$ cat src/rtl/display_pkg.sv
// Shared constants, FSM state type and the double-dabble nibble adjust for display_scan.
package display_pkg;
    localparam logic [3:0] DIG_MINUS  = 4'b1010;
    localparam int         NUM_DIGITS = 4;
    localparam int         BCD_DIGITS = 5;

    typedef enum logic {IDLE, CONVERT} state_e;

    function automatic logic [BCD_DIGITS*4-1:0] dabble_adjust(input logic [BCD_DIGITS*4-1:0] b);
        logic [BCD_DIGITS*4-1:0] r;
        r = b;
        for (int i = 0; i < BCD_DIGITS; i++)
            if (b[4*i +: 4] >= 4'd5) r[4*i +: 4] = b[4*i +: 4] + 4'd3;
        return r;
    endfunction
endpackage

$ cat src/rtl/bin2bcd_seq.sv
// Sequential double-dabble: one adjust+shift per cycle after start, done pulses once
// the final shift has landed in bcd.
module bin2bcd_seq
    import display_pkg::*;
#(
    parameter int WIDTH = 14
) (
    input  logic                      clk,
    input  logic                      rst,
    input  logic                      start,
    input  logic [WIDTH-1:0]          bin,
    output logic                      done,
    output logic [BCD_DIGITS*4-1:0]   bcd
);
    localparam int BW = BCD_DIGITS * 4;
    localparam int CW = $clog2(WIDTH) + 1;
    localparam logic [CW-1:0] LAST = CW'(WIDTH - 1);

    logic [WIDTH-1:0] bin_q;
    logic [BW-1:0]    bcd_q, bcd_d, adj;
    logic [CW-1:0]    cnt_q;
    logic             active_q, done_q;

    always_comb begin
        adj   = dabble_adjust(bcd_q);
        bcd_d = (adj << 1) | BW'(bin_q[WIDTH-1]);
    end

    always_ff @(posedge clk or negedge rst) begin
        if (!rst) begin
            bin_q    <= '0;
            bcd_q    <= '0;
            cnt_q    <= '0;
            active_q <= 1'b0;
            done_q   <= 1'b0;
        end else begin
            done_q <= 1'b0;
            if (start) begin
                bin_q    <= bin;
                bcd_q    <= '0;
                cnt_q    <= '0;
                active_q <= 1'b1;
            end else if (active_q) begin
                bcd_q <= bcd_d;
                bin_q <= bin_q << 1;
                cnt_q <= cnt_q + 1'b1;
                if (cnt_q == LAST) begin
                    active_q <= 1'b0;
                    done_q   <= 1'b1;
                end
            end
        end
    end

    assign done = done_q;
    assign bcd  = bcd_q;
endmodule

$ cat src/rtl/display_scan.sv
// Sign-magnitude to BCD conversion plus 4-digit multiplexed scan driving seven_seg.
// Define DISPLAY_SCAN_LZB_EN to blank leading zeros.
module display_scan
    import display_pkg::*;
#(
    parameter int WIDTH       = 14,
    parameter int REFRESH_DIV = 100000
) (
    input  logic             clk,
    input  logic             rst,
    input  logic             load,
    input  logic [WIDTH-1:0] mag,
    input  logic             neg,
    input  logic [3:0]       dp_mask,
    output logic             busy,
    output logic             overflow,
    output logic [3:0]       digit,
    output logic             dot,
    output logic [3:0]       an
);
    localparam int RW = $clog2(REFRESH_DIV);

    state_e                          state_q;
    logic                            busy_q, ovf_q, neg_q;
    logic [3:0]                      dp_q;
    logic [NUM_DIGITS-1:0][3:0]      code_q, code_d;
    logic [NUM_DIGITS-1:0]           dpd_q, dp_d, blank_q, blank_d;
    logic                            ovf_d, start, done;
    logic [BCD_DIGITS*4-1:0]         bcd;

    assign start = (state_q == IDLE) && load;

    bin2bcd_seq #(.WIDTH(WIDTH)) u_b2b (
        .clk   (clk),
        .rst   (rst),
        .start (start),
        .bin   (mag),
        .done  (done),
        .bcd   (bcd)
    );

    // Display contents as they will be committed when the conversion completes.
    always_comb begin
        code_d  = bcd[4*NUM_DIGITS-1:0];
        dp_d    = dp_q;
        blank_d = '0;
        ovf_d   = (bcd[19:16] != 4'd0) || (neg_q && bcd[15:12] != 4'd0);
        if (neg_q) code_d[NUM_DIGITS-1] = DIG_MINUS;
`ifdef DISPLAY_SCAN_LZB_EN
        begin : lzb
            logic seen;
            seen = 1'b0;
            // The sign slot never blanks; digit 0 is never considered.
            for (int i = NUM_DIGITS-1; i >= 1; i--) begin
                if (!(neg_q && i == NUM_DIGITS-1)) begin
                    if (code_d[i] != 4'd0) seen = 1'b1;
                    blank_d[i] = !seen;
                end
            end
        end
`endif
        if (ovf_d) begin
            code_d  = {NUM_DIGITS{DIG_MINUS}};
            dp_d    = '0;
            blank_d = '0;
        end
    end

    always_ff @(posedge clk or negedge rst) begin
        if (!rst) begin
            state_q <= IDLE;
            busy_q  <= 1'b0;
            ovf_q   <= 1'b0;
            neg_q   <= 1'b0;
            dp_q    <= '0;
            code_q  <= '0;
            dpd_q   <= '0;
            blank_q <= '0;
        end else begin
            case (state_q)
                IDLE: if (load) begin
                    neg_q   <= neg;
                    dp_q    <= dp_mask;
                    busy_q  <= 1'b1;
                    state_q <= CONVERT;
                end
                CONVERT: if (done) begin
                    busy_q  <= 1'b0;
                    ovf_q   <= ovf_d;
                    code_q  <= code_d;
                    dpd_q   <= dp_d;
                    blank_q <= blank_d;
                    state_q <= IDLE;
                end
                default: state_q <= IDLE;
            endcase
        end
    end

    logic [RW-1:0] rcnt_q;
    logic [1:0]    scan_q, scan_d;
    logic          wrap;
    logic [3:0]    digit_q, an_q;
    logic          dot_q;

    assign wrap   = (rcnt_q == RW'(REFRESH_DIV - 1));
    assign scan_d = wrap ? scan_q + 2'd1 : scan_q;

    // digit/dot follow the new slot; an uses the old slot so it lags by the
    // one cycle seven_seg spends registering the segments.
    always_ff @(posedge clk or negedge rst) begin
        if (!rst) begin
            rcnt_q  <= '0;
            scan_q  <= '0;
            digit_q <= '0;
            dot_q   <= 1'b1;
            an_q    <= 4'b1111;
        end else begin
            rcnt_q  <= wrap ? '0 : rcnt_q + 1'b1;
            scan_q  <= scan_d;
            digit_q <= code_q[scan_d];
            dot_q   <= ~dpd_q[scan_d];
            an_q    <= ~(4'b0001 << scan_q) | blank_q;
        end
    end

    assign busy     = busy_q;
    assign overflow = ovf_q;
    assign digit    = digit_q;
    assign dot      = dot_q;
    assign an       = an_q;
endmodule

$ cat config.mk
export PLATFORM = sky130hd
export DESIGN_NAME = display_scan
export DESIGN_NICKNAME = d
export VERILOG_FILES = /design/src/rtl/display_pkg.sv /design/src/rtl/bin2bcd_seq.sv /design/src/rtl/display_scan.sv
export SDC_FILE = /design/constraint.sdc
export NUM_CORES = 1
export LEC_CHECK = 0
export ABC_AREA = 1
export CORE_AREA = 3 3 98 100
export CTS_CLUSTER_DIAMETER = 120
export DETAILED_ROUTE_END_ITERATION = 10
export DIE_AREA = 0 0 101 103
export GPL_TIMING_DRIVEN = 0
export HOLD_SLACK_MARGIN = 0.08
export PLACE_DENSITY = 0.74
export SYNTH_ARGS = -nofsm -noshare
export SYNTH_HDL_FRONTEND = slang
export SYNTH_HIERARCHICAL = 1
export SYNTH_SLANG_ARGS = --single-unit
$ cat constraint.sdc
create_clock -name clk -period 2 [get_ports clk]
set_input_delay 0.5 -clock clk [delete_from_list [all_inputs] [get_ports clk]]
set_output_delay 0.5 -clock clk [all_outputs]
set_load 0.01 [all_outputs]
==> impl.org, run 1 <==
** Logic synthesis
- Synthesis instantiated 31 different standard cells from the library.
- The Yosys step of the flow raised 6 warnings.
- Most frequent cell after synthesis :: nand2_1
- Share of flip-flops with an asynchronous set or reset after synthesis :: 100%
- Library cell with the largest summed area after synthesis :: dfrtp_1
- Proportion of netlist area held by the largest area contributor :: between 40 and 50%
- Mean post-synth cell area :: ~8.3 sq um
- In the synthesized netlist the dominant register cell turns out to be dfrtp_1.
- Synthesis-stage register bit count :: between 90 and 100
- Ranked by instance count, the synthesized netlist is headed by 156 x nand2_1, 99 x inv_1, 92 x dfrtp_1.
- Share of the yosys chip area belonging to registers :: 50.4%
- Post-synthesis instance area :: just under 5000 sq um
- After synthesis, the cell types taking the most area are dfrtp_1 48%, nand2_1 12%, inv_1 7.7%.
- Number of synthesized flops with an enable pin :: 0
- Post-synthesis net count :: 617
- Cells after synthesis :: 578

** Critical path
- Buffering stage count on the worst path with inverters included :: 1
- Worst-path cell chain :: clkdlybuf4s50_1
- Endpoint class of the critical path :: primary output
- Data on the critical path is required at its endpoint by around 1.5 ns.
- The setup check on the worst reg-to-reg path leaves a slack of 0.19 ns.
- Endpoint of the most critical register-to-register path :: dpd_q[2]
- The most critical setup path has its startpoint at dot.
- Capturing element of the worst setup path :: dot
- Critical path's top delay family :: flip-flops
- Critical path peak fanout :: 1
- Reg2Reg Depth :: 5
- Setup CP Type :: flop to primary output
- Arrival time of the worst setup path :: 1.40 ns
- For this design, the slowest cell found on the critical path is dfstp_2.
- The worst register-to-register path begins at state_q.
- Delay of the slowest critical-path stage :: 0.52 ns
- In this run the number of cells on the critical path is 1.
- Sort of element at the start of the critical path :: flop

** Timing
- Post-layout minimum cycle time :: 1.90 ns
- At the pin with the least slew margin, the transition time is 0.496 ns.
- Fmax :: 0.526 GHz
- Max transition margin :: 66.9%
- Setup repair after global routing missed its margin :: no
- Final setup violation count :: 0
- Fraction of the cycle the final worst path needs :: a little over nine tenths
- Number of pins exceeding their max-slew limit in the final report :: 0
- Worst Clk Skew :: 0.0175 ns
- Number of hold violations in the final report :: 0

** Routing
- Before antenna repair, the detailed router went through 5 iterations.
- Mean number of vias per cell :: slightly above 5
- The detailed router finished its first iteration with 189 violations.
- In this run the remaining antenna-violating nets after routing total 0.
- Post-route DRC :: 0
- Summed over all layers, the routed wires come to 9510 um.
- Wire length per cell after detailed routing :: 12.9 um
- Detailed-route via count :: approximately 3,800

** Power
- For this design the static power due to leakage is 0.00284 uW.
- Peak supply drop :: 664 uV
- Power spread over the standard cell area amounts to 1250 nW/um^2.
- Final Power :: 6950 uW

** Floorplanning
- The die covers about 10,000 sq um.
- From bottom edge to top edge, the die measures roughly 100 um.
- The die is approximately 100 um wide.
- Initial Utilization :: a little under three fifths
- Pin placement for this block handled 33 I/O pins.
- The core region is approximately 8800 sq um.
- Row generation in the floorplan step produced 34 rows.

** Place
- Routability-driven placement finished with a final weighted congestion of 0.811.
- Half-perimeter wire length after placement :: just under 7000 um
- Quantity of I/O buffers inserted on ports :: 32

** Global routing
- Vias in the first global route :: 3,544
- The number of antenna violations at the first check in global routing came to 0.
- Wire length of the first global-routing pass :: 16,500 um
- Global routing used 19.6% of the available tracks.
- Summed over all layers, the global routing overflow is 0.
- Entering global routing, the biggest net connects 60 pins.

** Cells and area
- Of the cells placed in the final design, the portion with a size suffix greater than 1 is between 8 and 9%.
- In the final design database the tool counted 661 nets.
- Number of filler instances in the final layout :: about 730
- Cells fill 63.3% of the core in the end.
- The number of antenna diodes in the final layout is 0.
- From synthesis to final layout, the design area changed by 14.9%.

** Clock tree
- Gates resized, CTS repair :: 2
- Post-CTS timing repair inserted 0 buffers for setup.
- TritonCTS created 9 clock buffers.
- Buffer depth of the longest clock path :: 2
- After clock tree synthesis, the clock-pin slew on the worst setup and hold paths is 0.10 ns.
- After clock tree synthesis, the flow added hold-fix buffers numbering 0.
- Root Driver :: clkbuf_8
- The H-tree was split into 3 levels.
- Clock tree from TritonCTS :: done
- Clock network latency to the later pin of the worst-skew pair :: 0.36 ns
- Clock sinks :: 97

** Flow run
- Max cap viols :: 0

** Hold path
- In this run the worst hold path is classified as input pin to async pin.

** Status
- Status :: finished, final reports clean
-- worst register-to-register path: cells and delay by family, from the launching register on --
| kind | cells | cell delay, ns |
|---|---|---|
| flip-flops | 1 | 0.44 |
| buffers and inverters | 1 | 0.31 |
| AO/OA/AOI/OAI | 1 | 0.24 |
| AND/OR/NAND/NOR | 3 | 0.73 |
-- cell families (layout without fill, tap and decap cells) --
| logic type | count (synthesis) | count (layout) | share of synthesized area [%] |
|---|---|---|---|
| AND/OR/NAND/NOR | 258 | 258 | 23.2 |
| XOR/XNOR | 4 | 4 | 0.726 |
| flip-flops | 97 | 97 | 50.4 |
| adder cells (fa/ha/maj) | 17 | 17 | 4.41 |
| AO/OA/AOI/OAI | 86 | 86 | 11.2 |
| buffers and inverters | 116 | 165 | 10.1 |
-- routing by layer --
metal  up-vias  track usage, %  wire length [um]
met4         0            5.83                93
li1       1941               -                 -
met3        11            2.64               346
met5         -               0                 0
met2        73            31.8              4360
met1      1779            27.8              4710
-- worst min path at each step --
stage | startpoint | endpoint | slack [ns] | cells past startpoint
2_1_floorplan | rst | busy | 0.20 | 0
5_1_grt | rst | rcnt_q[8] | 0.12 | 1
6_report | rst | rcnt_q[8] | 0.09 | 1
4_1_cts | rst | rcnt_q[8] | 0.11 | 1
3_5_place_dp | dp_q[1] | dp_q[1] | 0.46 | 2
3_3_place_gp | rcnt_q[0] | rcnt_q[0] | 0.45 | 1
-- flip-flops by register name, summed over array words and instances, names as in the netlist, 2 cells and up --
signal       cells
rcnt_q          17
digit            4
u_b2b/bcd       20
an               4
u_b2b/cnt_q      5
dpd_q            4
u_b2b/bin_q     14
scan_q           2
dp_q             4
code_q          16
-- stage by stage --
step | hold WS, ns | instance area [sq um] | cells | setup TNS, ns | setup slack, ns
detailed placement | 0.464 | 5310 | 719 | -26.86 | -0.713
global placement | 0.450 | 5280 | 718 | -320.54 | -3.10
CTS | 0.113 | 5540 | 735 | 0 | 0.0784
floorplan | 0.204 | 4820 | 578 | 0 | 0.237
finish | 0.0944 | 5540 | 735 | 0 | 0.0977
global route | 0.117 | 5540 | 735 | 0 | 0.0244
-- report_power, final --
part / total (uW) / internal (uW) / switching (uW)
registers: 3040 / 2590 / 448
clock network: 1440 / 749 / 692
logic: 2470 / 1010 / 1460
-- cells in the final DEF (no fill, tap or decap), types with 3 or more instances in the layout --
cell type / count
o21ai_0: 25
nand2_2: 3
o211ai_1: 4
o21ai_1: 13
a22oi_1: 3
a21oi_1: 15
xor2_1: 4
buf_6: 5
nand3_1: 44
ha_1: 17
dfrtp_1: 92
nor2_1: 29
o211ai_2: 8
dfstp_2: 5
clkdlybuf4s50_1: 31
buf_2: 5
nor2_4: 4
clkbuf_8: 10
o22ai_1: 13
nor3_1: 3
nand4_1: 14
a22o_1: 3
buf_4: 3
inv_1: 99
nand2_1: 156
-- cell type report --
type	instances	area (sq um)	share of cell area (%)
sequential	97	2430	43.9
multi-input combinational	365	1910	34.5
inverter	103	390	7.04
timing repair buffer	33	345	6.23
clock buffer	11	141	2.55
tap	108	135	2.44
buffer	13	100	1.81
clock inverter	5	86.3	1.56
Note: power is estimated with default switching activity, not from simulation.
==> run 2, diff against run 1 <==
- ABC_CLOCK_PERIOD_IN_PS: not set -> 2000
- CORE_AREA: 3 3 98 100 -> 3 3 109 90
- DIE_AREA: 0 0 101 103 -> 0 0 112 93
==> run 2 against run 1 <==
- first-iteration DRC count increased by 57%
- maximum frequency decreased by 1.3%
- cell count grew 1.1%
- die area increased by 0.12%
- power down 1.2%
- sequential power barely moved
- final area unchanged
- register-to-register slack is essentially flat
- highest routed layer unchanged
- largest cell class unchanged
==> impl.org, run 2 (synthesis gave the netlist of run 1 again) <==
** Clock tree
- Buffer depth of the longest clock path :: 2
- The H-tree generated during clock tree synthesis spans 3 levels.
- For the worst-skew pair, the clock arrives at the later sink with an insertion delay of 0.37 ns.
- Root Driver :: clkbuf_8
- TritonCTS created 9 clock buffers.
- Clock-pin slew was measured on the worst setup and hold paths at 0.09 ns.
- Clock tree from TritonCTS :: done
- Post-CTS Repair Setup Buffers :: 0
- CTS saw 97 sinks.

** Timing
- Final setup violation count :: 0
- For this run, the top clock speed supported by timing is 0.519 GHz.
- At the pin with the least slew margin, the transition time is between 0.4 and 0.5 ns.
- Headroom to the max-slew limit came out at 71.2%.
- Number of pins exceeding their max-slew limit in the final report :: 0
- Across all hold checks on the routed design, the worst slack comes to 0.472 ns.
- Post-layout minimum cycle time :: 1.93 ns
- On the final layout, the worst clock skew is 0.0113 ns.
- Setup repair after global routing left no endpoint under its margin.
- Dividing the final minimum period by the clock period gives a little over nine tenths.
- The final hold violation count is 0.

** Critical path
- In this run the worst setup path begins at dot.
- Stages on worst setup path :: 1
- The slowest stage of the critical path is the dfstp_2 cell.
- In this design, the stage delay of the slowest critical-path cell is around 0.53 ns.
- Sort of element at the start of the critical path :: flop
- Buffering stage count on the worst path with inverters included :: 1
- Setup slack on the worst reg-to-reg path comes out at about 0.20 ns.
- Capturing element of the worst setup path :: dot
- Worst-path cell chain :: clkdlybuf4s50_1
- Required arrival time at the worst endpoint :: 1.50 ns
- Reg2Reg Launch Point :: rcnt_q[0]
- At the worst endpoint, the arrival time is 1.43 ns.
- The worst setup path is captured at a primary output.
- The worst register-to-register path has a depth of 7.
- The worst register-to-register path ends at digit[0].
- Setup CP Type :: flop to primary output
- Critical path peak fanout :: 1
- The kind of cell with the highest combined delay along the critical path is flip-flops.

** Floorplanning
- Vertical die dimension :: slightly above 90 um
- Die Area :: between 10,000 and 15,000 sq um
- Measured along the x axis, the die boundary spans 112 um.
- IO Count :: 33
- For this configuration, the core starts out at a cell density of 54.3%.
- Site row count :: 31
- Std-Cell Core Area :: 8880 sq um

** Cells and area
- Post-synthesis to final-layout area growth :: 14.9%
- Share of post-route cells with drive strength above 1 :: 8.76%
- Measured on the finished design, the core utilization comes to 62.4%.
- The repair_antennas step left the layout with diodes totalling 0.
- The register with the most flip-flops in the layout has 20 of them.
- Highest-count cells in the layout ignoring fill and taps :: 155 x nand2_1, 99 x inv_1, 92 x dfrtp_1, 44 x nand3_1, 31 x clkdlybuf4s50_1
- In the final layout, flip-flops and latches occupy between 2000 and 2500 sq um.
- Summing all multi-input logic gate instances after layout gives 1910 sq um.
- For this run, the post-layout net count is 662.
- Most common cell after layout, fill and taps aside :: nand2_1
- The filler cells instantiated in the layout total ~760.

** Global routing
- Wire length of the first global-routing pass :: 17,100 um
- The number of antenna violations at the first check in global routing came to 0.
- In the global route stage, met3 resource usage came out at 5.30%.
- Total congestion overflow :: 0
- Vias in the first global route :: 3,724
- After global routing, the most crowded layer is met2.
- Entering global routing, the biggest net connects 67 pins.
- Total track usage :: 20.2%
- M2 GR Usage :: a little under a third
- Met1 GRT Util :: 29.2%

** Routing
- Wire length per cell after detailed routing :: 13.1 um
- Post-detailed-routing wire length :: 9700 um
- In the routed layout, each cell is associated on average with a via count of roughly 5.
- After the first detailed-routing iteration, the DRC count stood at 297.
- The first detailed-routing pass ran for 5 iterations.
- The count of nets left with antenna violations once routing finished came out at 0.
- Detailed-route via count :: 3,819
- After detailed routing, the number of remaining DRC violations is 0.

** Place
- At the end of routability-driven placement, the weighted congestion stood at about 0.8.
- Half-perimeter wire length after placement :: 7130 um
- Quantity of I/O buffers inserted on ports :: 32

** Flow run
- Max cap viols :: 0

** Hold path
- Tightest Hold Check Type :: flop to flop

** Power
- In this run the static leakage power is 0.00283 uW.
- Peak supply drop :: 765 uV
- Power per cell area :: around 1200 nW/um^2

** Status
- The flow ran to the end, and the final reports show no timing, DRC or antenna violations.
run 2: cell types whose count changed in the layout (fill, tap and decap cells not counted), sizes merged:
cell / before / now
clkinvlp: 1 / 2
bufinv: 2 / 1
clkinv: 3 / 2
dlygate4sd3: 0 / 1
clkbuf: 12 / 13
run 2: per-stage QoR:
stage | cell area, sq um | worst slack, ns | instances | power [uW] | TNS [ns]
CTS | 5530 | 0.0398 | 743 | 6890 | 0
detailed placement | 5310 | -0.677 | 726 | 5580 | -25.18
global placement | 5290 | -3.09 | 725 | 5440 | -316.82
floorplan | 4820 | 0.237 | 578 | 4780 | 0
global route | 5540 | 0.00754 | 743 | 7500 | 0
finish | 5540 | 0.0735 | 743 | 6870 | 0
run 2: metal layers:
metal	part of all wire, %	vias up
met4	1.3	0
met3	6.0	12
met1	49	1762
li1	-	1942
met2	44	103
met5	0	-
run 2: how the worst min path moves through the flow:
stage	from	end	slack (ns)	cells after the start
floorplan	rst	busy	0.20	0
global placement	rcnt_q[0]	rcnt_q[0]	0.45	1
detailed placement	rst	rcnt_q[11]	0.46	1
CTS	rcnt_q[0]	rcnt_q[0]	0.48	1
global route	rcnt_q[0]	rcnt_q[0]	0.52	1
finish	rcnt_q[0]	rcnt_q[0]	0.47	1
run 2: area by class of cell:
class / instances / area share, %
timing repair buffer: 34 / 6.41
sequential: 97 / 43.9
tap: 115 / 2.60
inverter: 103 / 7.04
buffer: 13 / 1.81
clock buffer: 12 / 2.80
multi-input combinational: 365 / 34.5
clock inverter: 4 / 0.925
run 2: what timing repair did:
item                                   CTS  global route
hold buffers                             1             0
cloned                                   0             0
setup endpoints to repair               39            38
gates resized for setup                  1             3
pin swaps                                0             0
endpoints found under the hold margin   26             0
run 2: power breakdown:
group / internal (uW) / switching (uW)
clock network: 649 / 661
logic: 1010 / 1500
registers: 2600 / 453
